`src/rtl/vga_timing_gen.sv`:
```
// vga_timing_gen: 640x480@60 raster counters with registered sync decode.
// Positions and decoded flags all change together on the pixel tick edge.
module vga_timing_gen #(
  parameter int CLK_DIV  = 4,
  parameter int H_ACTIVE = 640,
  parameter int H_FP     = 16,
  parameter int H_SYNC   = 96,
  parameter int H_BP     = 48,
  parameter int V_ACTIVE = 480,
  parameter int V_FP     = 10,
  parameter int V_SYNC   = 2,
  parameter int V_BP     = 33
) (
  input  logic       clk,
  input  logic       reset,
  output logic       pixel_en,
  output logic [9:0] xcount,
  output logic [9:0] ycount,
  output logic       indisplay,
  output logic       hsync,
  output logic       vsync,
  output logic       frame_start
);

  localparam int DW = (CLK_DIV > 1) ? $clog2(CLK_DIV) : 1;
  localparam logic [DW-1:0] DIV_MAX = DW'(CLK_DIV - 1);

  localparam logic [9:0] HMAX =
    10'(H_ACTIVE + H_FP + H_SYNC + H_BP - 1);
  localparam logic [9:0] VMAX =
    10'(V_ACTIVE + V_FP + V_SYNC + V_BP - 1);
  localparam logic [9:0] HA  = 10'(H_ACTIVE);
  localparam logic [9:0] VA  = 10'(V_ACTIVE);
  localparam logic [9:0] HS0 = 10'(H_ACTIVE + H_FP);
  localparam logic [9:0] HS1 = 10'(H_ACTIVE + H_FP + H_SYNC);
  localparam logic [9:0] VS0 = 10'(V_ACTIVE + V_FP);
  localparam logic [9:0] VS1 = 10'(V_ACTIVE + V_FP + V_SYNC);

  logic [DW-1:0] div;
  logic          tick;
  logic          xwrap;
  logic [9:0]    xnext;
  logic [9:0]    ynext;

  always_comb begin
    tick  = (div == DIV_MAX);
    xwrap = (xcount == HMAX);
    xnext = xwrap ? 10'd0 : xcount + 10'd1;
    ynext = ycount;
    if (xwrap) begin
      ynext = (ycount == VMAX) ? 10'd0 : ycount + 10'd1;
    end
  end

  always_ff @(posedge clk or posedge reset) begin
    if (reset) begin
      div <= '0;
    end else begin
      div <= tick ? '0 : div + DW'(1);
    end
  end

  // Decode the next position so flags line up with the counters.
  always_ff @(posedge clk or posedge reset) begin
    if (reset) begin
      xcount      <= HMAX;
      ycount      <= VMAX;
      indisplay   <= 1'b0;
      hsync       <= 1'b1;
      vsync       <= 1'b1;
      pixel_en    <= 1'b0;
      frame_start <= 1'b0;
    end else begin
      pixel_en    <= tick;
      frame_start <= tick && (xnext == 10'd0) && (ynext == 10'd0);
      if (tick) begin
        xcount    <= xnext;
        ycount    <= ynext;
        indisplay <= (xnext < HA) && (ynext < VA);
        hsync     <= !((xnext >= HS0) && (xnext < HS1));
        vsync     <= !((ynext >= VS0) && (ynext < VS1));
      end
    end
  end

endmodule

```
`config.mk`:
```
export PLATFORM = sky130hd
export DESIGN_NAME = vga_timing_gen
export DESIGN_NICKNAME = d
export VERILOG_FILES = /design/src/rtl/vga_timing_gen.sv
export SDC_FILE = /design/constraint.sdc
export NUM_CORES = 1
export LEC_CHECK = 0
export ABC_AREA = 1
export BUFFER_PORTS_ARGS = -buffer_cell sky130_fd_sc_hd__clkbuf_2
export CAP_MARGIN = 25
export CORE_AREA = 3 3 60 62
export CTS_CLUSTER_SIZE = 24
export DETAILED_ROUTE_END_ITERATION = 16
export DIE_AREA = 0 0 63 65
export GPL_TIMING_DRIVEN = 0
export PLACE_DENSITY = 0.82
export SYNTH_ARGS = -nofsm -noshare
export SYNTH_HDL_FRONTEND = slang
export SYNTH_SLANG_ARGS = --single-unit
```
`constraint.sdc`:
```
create_clock -name clk -period 4.8 [get_ports clk]
set_input_delay 0.24 -clock clk [delete_from_list [all_inputs] [get_ports clk]]
set_output_delay 0.24 -clock clk [all_outputs]
set_load 0.05 [all_outputs]
```
# After elaboration in Yosys (flattened, before gate mapping)
# Index checks and enable logic that the tools add are counted.
totals:
  register_bits: 27
  in_bits: 2
classes:
  n_lt_le_gt_ge: 6
  addsub: 3
  eq_ne: 3
  mux: 4
  n_reduce_logical: 9
op_table:
  columns: ["operator", "n"]
  rows:
  - ["10-bit two-way mux", 3]
  - ["10-bit by 1-bit adder with 10-bit output, second input constant", 2]
  - ["10-bit == test, second input constant", 2]
  - ["10-bit logical NOT", 2]
  - ["10-bit < comparator, second input constant", 2]
  - ["10-bit by 9-bit < comparator with 1-bit output, second input constant", 2]
  - ["10-bit >= comparator, second input constant", 1]
  - ["10-bit by 9-bit >= comparator with 1-bit output, second input constant", 1]
  - ["1-bit logical AND", 5]
  - ["2-bit by 1-bit adder with 2-bit output, second input constant", 1]
  - ["2-bit == test, second input constant", 1]
  - ["1-bit logical NOT", 2]
  - ["2-bit two-way mux", 1]

# Logic depth before layout (Yosys ltp)
# Gate-level depths: netlist (run 1).
depth:
  ltp_word: 6
  depth_mapped: 14

# Least setup slack after synthesis (run 1)
# OpenSTA, ideal clock, no wires.
synth_timing:
  path_kind: "register -> register"
  startpoint: "register xcount[1]"
  endpoint: "register indisplay"
  n_path_buf: 1
  period_less_slack_ps: 1957
  stages_incl_launch_ff: 12
  t_arrival_ps: 1839
  slack_ps: 2843
  path_cell_list: "dfstp_2 -> ha_1 -> nand2_2 -> nor2_4 -> nand3_2 -> buf_6 -> nand3_1 -> nand2_1 -> nor2_1 -> nor2_1 -> nand3_1 -> nand2_1"
synth_between:
  elab_chain_len: 4
synth_lines:
  columns: ["item", "line_no", "source"]
  rows:
  - ["start: declaration", "17", "output logic [9:0] xcount,"]
  - ["start signal: assignment", "77", "xcount <= xnext;"]
  - ["10-bit by 1-bit adder with 10-bit output / 10-bit == test (equally long branches)", "48, 47", null]
  - ["10-bit two-way mux (on tied branches)", "48, 50", null]
  - ["10-bit < comparator / 10-bit by 9-bit < comparator with 1-bit output (equally long branches)", "79", "indisplay <= (xnext < HA) && (ynext < VA);"]
  - ["1-bit logical AND (*)", "79", null]
  - ["end signal: assignment", "79", null]
  - ["end: declaration", "19", "output logic indisplay,"]
# Every way passes the cells marked *; elsewhere a longest branch is shown, timed or not.
# A chain may end at the register's enable or synchronous reset.

# Final worst setup path (run 1)
# Ends and elaborated chain as after synthesis.

==> results of run 1 <==
placed cells by master (no fill, tap or decap), types with 2 or more instances in the layout:
master and count:
buf_6 2, clkbuf_1 5, clkbuf_2 26, clkbuf_4 3
dfrtp_1 15, dfstp_2 12, ha_1 5, inv_1 31
inv_2 3, nand2_1 89, nand2_2 9, nand3_1 18
nand3_2 5, nand4_1 3, nand4_2 2, nor2_1 30
nor2_2 3, nor2_4 4, o21ai_0 18, o21ai_1 4
flip-flops by register name, indices dropped and copies added (netlist names):
| name | count |
|---|---|
| pixel_en | 1 |
| hsync | 1 |
| indisplay | 1 |
| xcount | 10 |
| frame_start | 1 |
| vsync | 1 |
| ycount | 10 |
| div | 2 |
logic make-up (layout without fill, tap and decap cells):
group	after synthesis	in the layout	share of synthesized area
AOI/OAI and AO/OA	28	28	0.0806
DFF	27	27	0.368
and+or+nand+nor	167	167	0.418
buffers and inverters	43	75	0.0959
xor gates and xnor gates	1	1	0.00466
adders and majority gates	5	5	0.0333
cell type report:
cell class | count | area (um2)
sequential | 27 | 691
tap | 44 | 55.1
timing repair buffer | 28 | 168
clock inverter | 1 | 5.00
inverter | 35 | 131
clock buffer | 3 | 22.5
multi-input combinational | 201 | 1010
buffer | 8 | 48.8
fill | 278 | 948
critical path, cell delays in order, from the launching register on:
cell and delay [ps]:
dfstp_2 600, ha_1 180, nand2_2 90, nor2_4 130, nand3_2 130, buf_6 190
nand3_1 140, nand2_1 80, nor2_1 140, nor2_1 60, nand3_1 100, nand2_1 60
path summary, 6_finish.rpt:
path	from	slack (ps)	depth (start not counted)	end
worst max-delay path	xcount[1]	2800	11	indisplay
worst min-delay path	reset	400	3	div[1]
worst max register to register	xcount[1]	2800	11	indisplay
worst min register to register	div[0]	450	1	div[0]
max in group asynchronous	reset	3880	4	hsync
min in group clk	div[0]	450	1	div[0]
metrics by stage:
step,cells,util
detailed placement,341,0.671
CTS,345,0.680
global placement,341,0.671
finish,347,0.692
floorplan,271,-
global route,347,0.692
routing by layer:
metal  track usage  share of wire  wire length [um]
met5             0              0                 0
met2         0.382           0.48              2090
met4         0.105          0.014                63
met3        0.0208          0.062               268
met1         0.294           0.44              1930
power groups by stage:
stage,registers (uW),logic (uW),clock network (uW)
after floorplan,232,3.29,0
after global placement,232,4.89,0
after detailed placement,232,4.93,0
after CTS,228,4.94,104
after global routing,228,9.14,110
final,228,8.01,101
==> results.yml, run 1 <==
run_status:
  status: "complete, no violations"
cells_and_area:
  final_nets: 311
  final_layout_size_suffix_gt1_frac: 0.248
  n_antenna_cell: 0
  area_growth_pct: 13.3
  final_area_um2: 2130
grt:
  gr-total-overflow: 0
  grt_pass1_vias: 1608
  grt.total_usage: 0.227
  antenna_found_initial: 0
  grt_pass1_wl_um: 7300
  grt_max_degree: 28
power:
  intPower_uw: 263
  clockPowerShare: 0.299
  p_leak_uw: 0.00111
  irDropWorstVdd_mv: 0.162
  p_switching_uw: 74.1
  powerDensity_nw_per_um2: 158
  power_uw: 337
  switching_share: 0.220
  seqPwrFrac: 0.678
  p_comb_frac: 0.024
clock_tree:
  cts_setup_buffers: 0
  holdBufCountCts: 0
  clkTransAtPathRegs_ps: 150
  cts_buffers: 3
  cts_tree: "done"
  htree_levels: 1
  clockRootBuffer: "clkbuf_4"
  cts-resized-gates: 0
  clock_sinks: 27
  clock_latency_ps: 330
  cts.path.max_buffers: 2
critical_path:
  crit_required_ps: 5040
  worstSetupPathType: "register to register"
  startpoint_type: "register"
  crit_fanout: 10
  crit_path_end_kind: "register"
  crit_arrival_ps: 2240
routing:
  routedWlPerCell_um: 12.5
  first_iter_violations: 91
  vias_per_cell: 5.16
  drc_errors: 0
  ant_nets: 0
  totalWireLength_um: 4350
  drt-pass1-iter-count: 4
  vias: 1790
die:
  dieHeight_um: 65
  initial_core_util: 0.611
  die-area_um2: 4100
  ios: 27
  fp-row-count: 20
  die_w_um: 63
  core_area_um2: 3080
placement:
  placed_cell_area_um2: 2060
  gp_congestion: 0.876
  dpl_worst_slack_ps: 2840
  portBuffers: 26
  hpwl_um: 3230
synth:
  synthCells: 271
  synth_top_cell_by_area: "dfrtp_1"
  synth_top_area_share: 0.200
  synth_ff_type: "dfrtp_1"
  post-synth-top-count-cell: "nand2_1"
  synth_edf_count: 0
  synth_nets: 278
  ys_seq_area_frac: 0.368
  synth.top_cells.by_count: "nand2_1 (89), inv_1 (31), nor2_1 (30)"
  syn_area_um2: 1880
  ys_warn_count: 0
  async_flop_share: 1.00
  synth_area_leaders: "dfrtp_1 (20%), nand2_1 (18%), dfstp_2 (17%)"
  ys_types: 31
  syn_avg_cell_area_um2: 6.93
  synth_seq_cells: 27
timing:
  hold_viol: 0
  worstMarginPinSlew_ps: 518
  min_period_ps: 2000
  whs_ps: 398
  slew_headroom: 0.655
  finalSetupTns_ps: 0
  max_freq_ghz: 0.499
  finalMaxSlewViolations: 0
  finClkSkew_ps: 7.99
  layout_setup_ws_ps: 2800
  finalSetupViolations: 0
  period_share: 0.418
  rsz0062_at_grt: "false"
hold_path:
  min_path_type: "input port to asynchronous set/reset pin"
run:
  cap_violations: 0
(Power assumes the default switching activity.)
==> inputs of run 2 (changes only) <==
ABC_AREA = 0   (was 1)
CORE_AREA = 3 3 64 66   (was 3 3 60 62)
DIE_AREA = 0 0 67 69   (was 0 0 63 65)
PLACE_DENSITY = 0.73   (was 0.82)
clock period = 1.7 ns   (was 4.8 ns; I/O delays follow)
==> results.yml, run 2 <==
critical_path:
  crit_fanout: 4
  startpoint_type: "register"
  worstSetupPathType: "register to register"
  crit_required_ps: 1900
  critPathMaxStageDelay_ps: 640
  cp_common_cell: "nand4_1"
  crit_arrival_ps: 2520
  crit_path_end_kind: "register"
  crit_slowest_cell: "dfstp_4"
  crit_chain: "ha_4 -> nand4_1 -> buf_6 -> o21ai_1 -> or3b_4 -> a221oi_2 -> nand4_1 -> nor4b_2"
cells_and_area:
  multi_input_area_um2: 1280
  n_antenna_cell: 0
  reg.largest.list: "xcount (10), ycount (10), div (2)"
  ff_latch_area_um2: 704
  layout_commonest_cell: "clkbuf_2"
  final_nets: 263
  fill_cells: 247
  mostFrequentLayoutCells: "clkbuf_2 (27), buf_4 (18), nand2_1 (18)"
  area_growth_pct: 45.0
  final_layout_size_suffix_gt1_frac: 0.490
power:
  p_switching_uw: 231
  p_comb_frac: 0.021
  powerDensity_nw_per_um2: 404
  clockPowerShare: 0.367
  switching_share: 0.220
  irDropWorstVdd_mv: 0.228
  intPower_uw: 820
  seqPwrFrac: 0.612
  p_leak_uw: 0.00116
grt:
  grt.total_usage: 0.216
  grt_pass1_vias: 1633
  grt_max_degree: 28
  gr-total-overflow: 0
  grt_pass1_wl_um: 7890
  antenna_found_initial: 0
timing:
  worstMarginPinSlew_ps: 518
  hold_viol: 0
  min_period_ps: 2330
  finalMaxSlewViolations: 0
  finalSetupTns_ps: -7060
  slew_headroom: 0.654
  finClkSkew_ps: 9.98
  rsz0062_at_grt: "true"
  period_share: 1.37
  whs_ps: 247
  finalSetupViolations: 19
  layout_setup_ws_ps: -626
  max_freq_ghz: 0.430
placement:
  gp_congestion: 0.844
  portBuffers: 26
  hpwl_um: 2850
die:
  die_w_um: 67
  dieHeight_um: 69
  die-area_um2: 4620
  fp-row-count: 22
  ios: 27
  initial_core_util: 0.494
  core_area_um2: 3630
clock_tree:
  clockRootBuffer: "clkbuf_8"
  htree_levels: 1
  clock_latency_ps: 280
  clock_sinks: 27
  cts_tree: "done"
  cts_buffers: 3
  cts.path.max_buffers: 2
  clkTransAtPathRegs_ps: 100
synth:
  synth_xor_xnor_area_share: 0.0683
  synth_top_area_share: 0.209
  synth_seq_cells: 27
  synth_top_family_by_area: "simple AND/OR/NAND/NOR gates"
  synthMuxAreaShare: 0.0425
  async_flop_share: 1.00
  synthAdderAreaFrac: 0.0348
  syn_avg_cell_area_um2: 8.98
  synth_nets: 207
  synth.top_cells.by_count: "nand2_1 (22), nor2_1 (21), dfrtp_1 (15), o21ai_0 (15), dfstp_2 (12)"
  synth_area_leaders: "dfrtp_1 (21%), dfstp_2 (18%), xnor2_1 (4.9%)"
  ys_seq_area_frac: 0.385
  synth_edf_count: 0
  synthCells: 200
  synth_ff_type: "dfrtp_1"
  syn_area_um2: 1800
  post-synth-top-count-cell: "nand2_1"
  synth_compound_area_frac: 0.128
  ys_warn_count: 0
  synth_top_cell_by_area: "dfrtp_1"
  ys_types: 46
  synthSimpleGateAreaFrac: 0.293
hold_path:
  min_path_type: "input port to asynchronous set/reset pin"
routing:
  vias_per_cell: 6.02
  ant_nets: 0
  totalWireLength_um: 5230
  routedWlPerCell_um: 17.3
  first_iter_violations: 118
  drt-pass1-iter-count: 4
  vias: 1824
  drc_errors: 0
run_status:
  status: "finished, violations left"
  violations: "setup timing"
run:
  cap_violations: 0
-- run 2: cell types whose count changed after synthesis, sizes merged, moves of 4 or more --
cell / change
a21oi: +6
o21ai: -7
nor2: -16
and4: +5
nand2: -77
inv: -29
buf: +4
mux2: +5
nor4: +4
and3: +7
xnor2: +10
nand3: -15
-- run 2: metal layers --
metal / global-route usage / vias to the layer above / wire, um
li1: - / 839 / -
met1: 0.296 / 889 / 2250
met2: 0.332 / 78 / 2580
met3: 0.0228 / 18 / 241
met4: 0.106 / 0 / 160
met5: 0 / - / 0
-- run 2: path summary, 6_finish.rpt --
path / start / to / slack, ps / cells past startpoint
min: reset / ycount[8] / 250 / 3
min in group clk: div[0] / div[0] / 430 / 1
min reg2reg: div[0] / div[0] / 430 / 1
max: xcount[1] / frame_start / -630 / 8
max in group asynchronous: reset / xcount[9] / 960 / 4
max reg2reg: xcount[1] / frame_start / -630 / 8
-- run 2: critical path: cells and delay by family (launching register included) --
kind / cells / cell delay [ps]
buffers and inverters: 1 / 160
adders and majority gates: 1 / 140
and+or+nand+nor: 4 / 930
DFF: 1 / 640
AOI/OAI and AO/OA: 2 / 390
-- run 2: through the flow --
stage                     total power (uW)  utilization  cell area, um2  std cells  setup slack, ps
after floorplan                        664            -            1850        200             -569
after global placement                 668        0.562            2040        274             -721
after detailed placement               668        0.562            2040        274             -754
after CTS                             1040        0.658            2390        295             -520
after global routing                  1070        0.717            2600        303             -765
final                                 1050        0.717            2600        303             -626
-- run 2: what timing repair did --
action	CTS	global route
hold buffers	0	1
gates resized for setup	40	30
pin swaps	24	12
endpoints found under the setup margin	22	22
setup buffers	21	11
hold endpoints to repair	0	3
gates cloned	0	0
-- run 2: cell type report --
| type | instances | share of cell area |
|---|---|---|
| timing repair buffer | 56 | 0.168 |
| multi-input combinational | 155 | 0.492 |
| tap | 48 | 0.0231 |
| inverter | 5 | 0.00721 |
| buffer | 8 | 0.0226 |
| sequential | 27 | 0.271 |
| clock buffer | 4 | 0.0173 |
-- run 2: power groups by stage --
stage          sequential (uW)  clock [uW]  combinational [uW]
2_1_floorplan              654           0                9.28
3_3_place_gp               654           0                14.0
3_5_place_dp               654           0                14.0
4_1_cts                    643         386                14.1
5_1_grt                    643         405                25.7
6_report                   643         386                22.6
-- run 2: cell families after synthesis --
logic type,after synthesis
adders and majority gates,5
buffers and inverters,18
muxes,7
and+or+nand+nor,93
xor gates and xnor gates,14
AOI/OAI and AO/OA,36
DFF,27
==> inputs of run 3 (changes only) <==
ABC_AREA = 1   (was 0)
CORE_AREA = 3 3 65 67   (was 3 3 64 66)
DIE_AREA = 0 0 68 70   (was 0 0 67 69)
PLACE_DENSITY = 0.74   (was 0.73)
==> results.yml, run 3 (synthesized netlist as in run 1, its figures left out) <==
run_status:
  status: "finished, violations left"
  violations: "setup timing"
die:
  die_w_um: 68
  dieHeight_um: 70
  initial_core_util: 0.509
  die-area_um2: 4760
  fp-row-count: 22
  ios: 27
  core_area_um2: 3690
grt:
  grt_pass1_wl_um: 8370
  gr-total-overflow: 0
  antenna_found_initial: 0
  grt.total_usage: 0.224
  grt_max_degree: 28
  grt_pass1_vias: 1812
timing:
  worstMarginPinSlew_ps: 570
  layout_setup_ws_ps: -292
  min_period_ps: 1990
  slew_headroom: 0.620
  finClkSkew_ps: 12.2
  rsz0062_at_grt: "true"
  period_share: 1.17
  finalMaxSlewViolations: 0
  finalSetupViolations: 10
  max_freq_ghz: 0.502
  hold_viol: 0
placement:
  portBuffers: 26
  hpwl_um: 3330
  placed_cell_area_um2: 2110
  dp.cells: 345
  dpl_worst_slack_ps: -263
  gp_congestion: 0.864
clock_tree:
  clockRootBuffer: "clkbuf_8"
  clkTransAtPathRegs_ps: 100
  htree_levels: 1
  cts_tree: "done"
  clock_sinks: 27
  cts.path.max_buffers: 2
  clock_latency_ps: 280
  cts_buffers: 3
routing:
  first_iter_violations: 151
  drc_errors: 0
  routedWlPerCell_um: 14.1
  drt-pass1-iter-count: 4
  vias: 1926
  ant_nets: 0
  vias_per_cell: 5.22
  totalWireLength_um: 5190
cells_and_area:
  final_area_um2: 2530
  area_growth_pct: 34.8
  layout_commonest_cell: "nand2_1"
  n_antenna_cell: 0
  mostFrequentLayoutCells: "nand2_1 (73), clkbuf_2 (30), inv_1 (29)"
  final_cells: 369
  final_layout_size_suffix_gt1_frac: 0.421
  reg.largest.list: "xcount (10), ycount (10), div (2)"
  final_nets: 329
  fill_cells: 316
critical_path:
  critPathBufInv: 1
  critPathMaxStageDelay_ps: 650
  crit_family: "simple AND/OR/NAND/NOR gates"
  crit_chain: "ha_4 -> nand2_4 -> nor2_4 -> nand3_4 -> buf_8 -> o21ai_1 -> nand2_1 -> nor2_2 -> nand3_1 -> nor2_1"
  reg2reg_setup_slack_ps: -290
  crit_path_end_kind: "register"
  worstSetupPathType: "register to register"
  crit_slowest_cell: "dfstp_4"
  crit_required_ps: 1900
  startpoint_type: "register"
  crit_fanout: 5
  crit_arrival_ps: 2190
power:
  p_leak_uw: 0.00123
  powerDensity_nw_per_um2: 410
  irDropWorstVdd_mv: 0.299
run:
  cap_violations: 0
hold_path:
  min_path_type: "input port to asynchronous set/reset pin"
run 3: cell count changes in the layout (fill, tap and decap cells not counted), sizes merged, moves of 6 or more:
| cell | before | now |
|---|---|---|
| and3 | 7 | 0 |
| a21oi | 7 | 1 |
| inv | 5 | 34 |
| nand2 | 22 | 99 |
| nand3 | 8 | 23 |
| o21ai | 15 | 22 |
| buf | 35 | 22 |
| xnor2 | 10 | 0 |
| nor2 | 21 | 37 |
run 3: worst paths after layout:
| check | endpoint | from | cells after the start |
|---|---|---|---|
| max | frame_start | xcount[1] | 10 |
| min | ycount[1] | reset | 3 |
| max reg2reg | frame_start | xcount[1] | 10 |
| min reg2reg | div[0] | div[0] | 1 |
| max in group asynchronous | ycount[3] | reset | 4 |
| min in group clk | div[0] | div[0] | 1 |
run 3: metrics by stage:
stage                     hold slack [ps]  power, uW  TNS, ps  utilization
after floorplan                       129        664     -422            -
after global placement                352        668     -661        0.571
after detailed placement              362        669     -834        0.571
after CTS                            43.1       1040    -1330        0.648
after global routing                  441       1070    -2770        0.687
final                                 381       1040    -1450        0.687
run 3: power breakdown:
| group | internal (uW) | switching, uW | total [uW] |
|---|---|---|---|
| Combinational | 5.58 | 13.5 | 19.1 |
| Clock | 167 | 210 | 377 |
| Sequential | 643 | 0 | 643 |
run 3: final cells by class:
class	count	area (um2)	area share
Clock buffer	3	41.3	0.0163
Buffer	8	57.6	0.0227
Tap cell	48	60.1	0.0237
Multi-Input combinational cell	201	1200	0.476
Timing Repair Buffer	46	330	0.130
Inverter	35	131	0.0519
Sequential cell	27	699	0.276
Clock inverter	1	7.51	0.00296
run 3: worst register-to-register path, delay by kind of cell, from the launching register on:
| family | cells | cell delay, ps |
|---|---|---|
| DFF | 1 | 650 |
| adders and majority gates | 1 | 150 |
| AOI/OAI and AO/OA | 1 | 180 |
| and+or+nand+nor | 7 | 760 |
| buffers and inverters | 1 | 170 |
run 3: metal layers:
layer  GRT usage  part of all wire  vias to the layer above
li1            -                 -                      949
met1       0.296              0.44                      924
met2       0.367              0.50                       45
met3      0.0257             0.039                        8
met4      0.0839             0.020                        0
met5           0                 0                        -
run 3: what timing repair did:
item | in CTS | in global routing
pin swaps | 15 | 23
hold endpoints to repair | 0 | 9
resized for setup | 33 | 39
buffers inserted | 12 | 5
hold buffers | 0 | 1
cloned | 2 | 0
endpoints found under the setup margin | 14 | 25
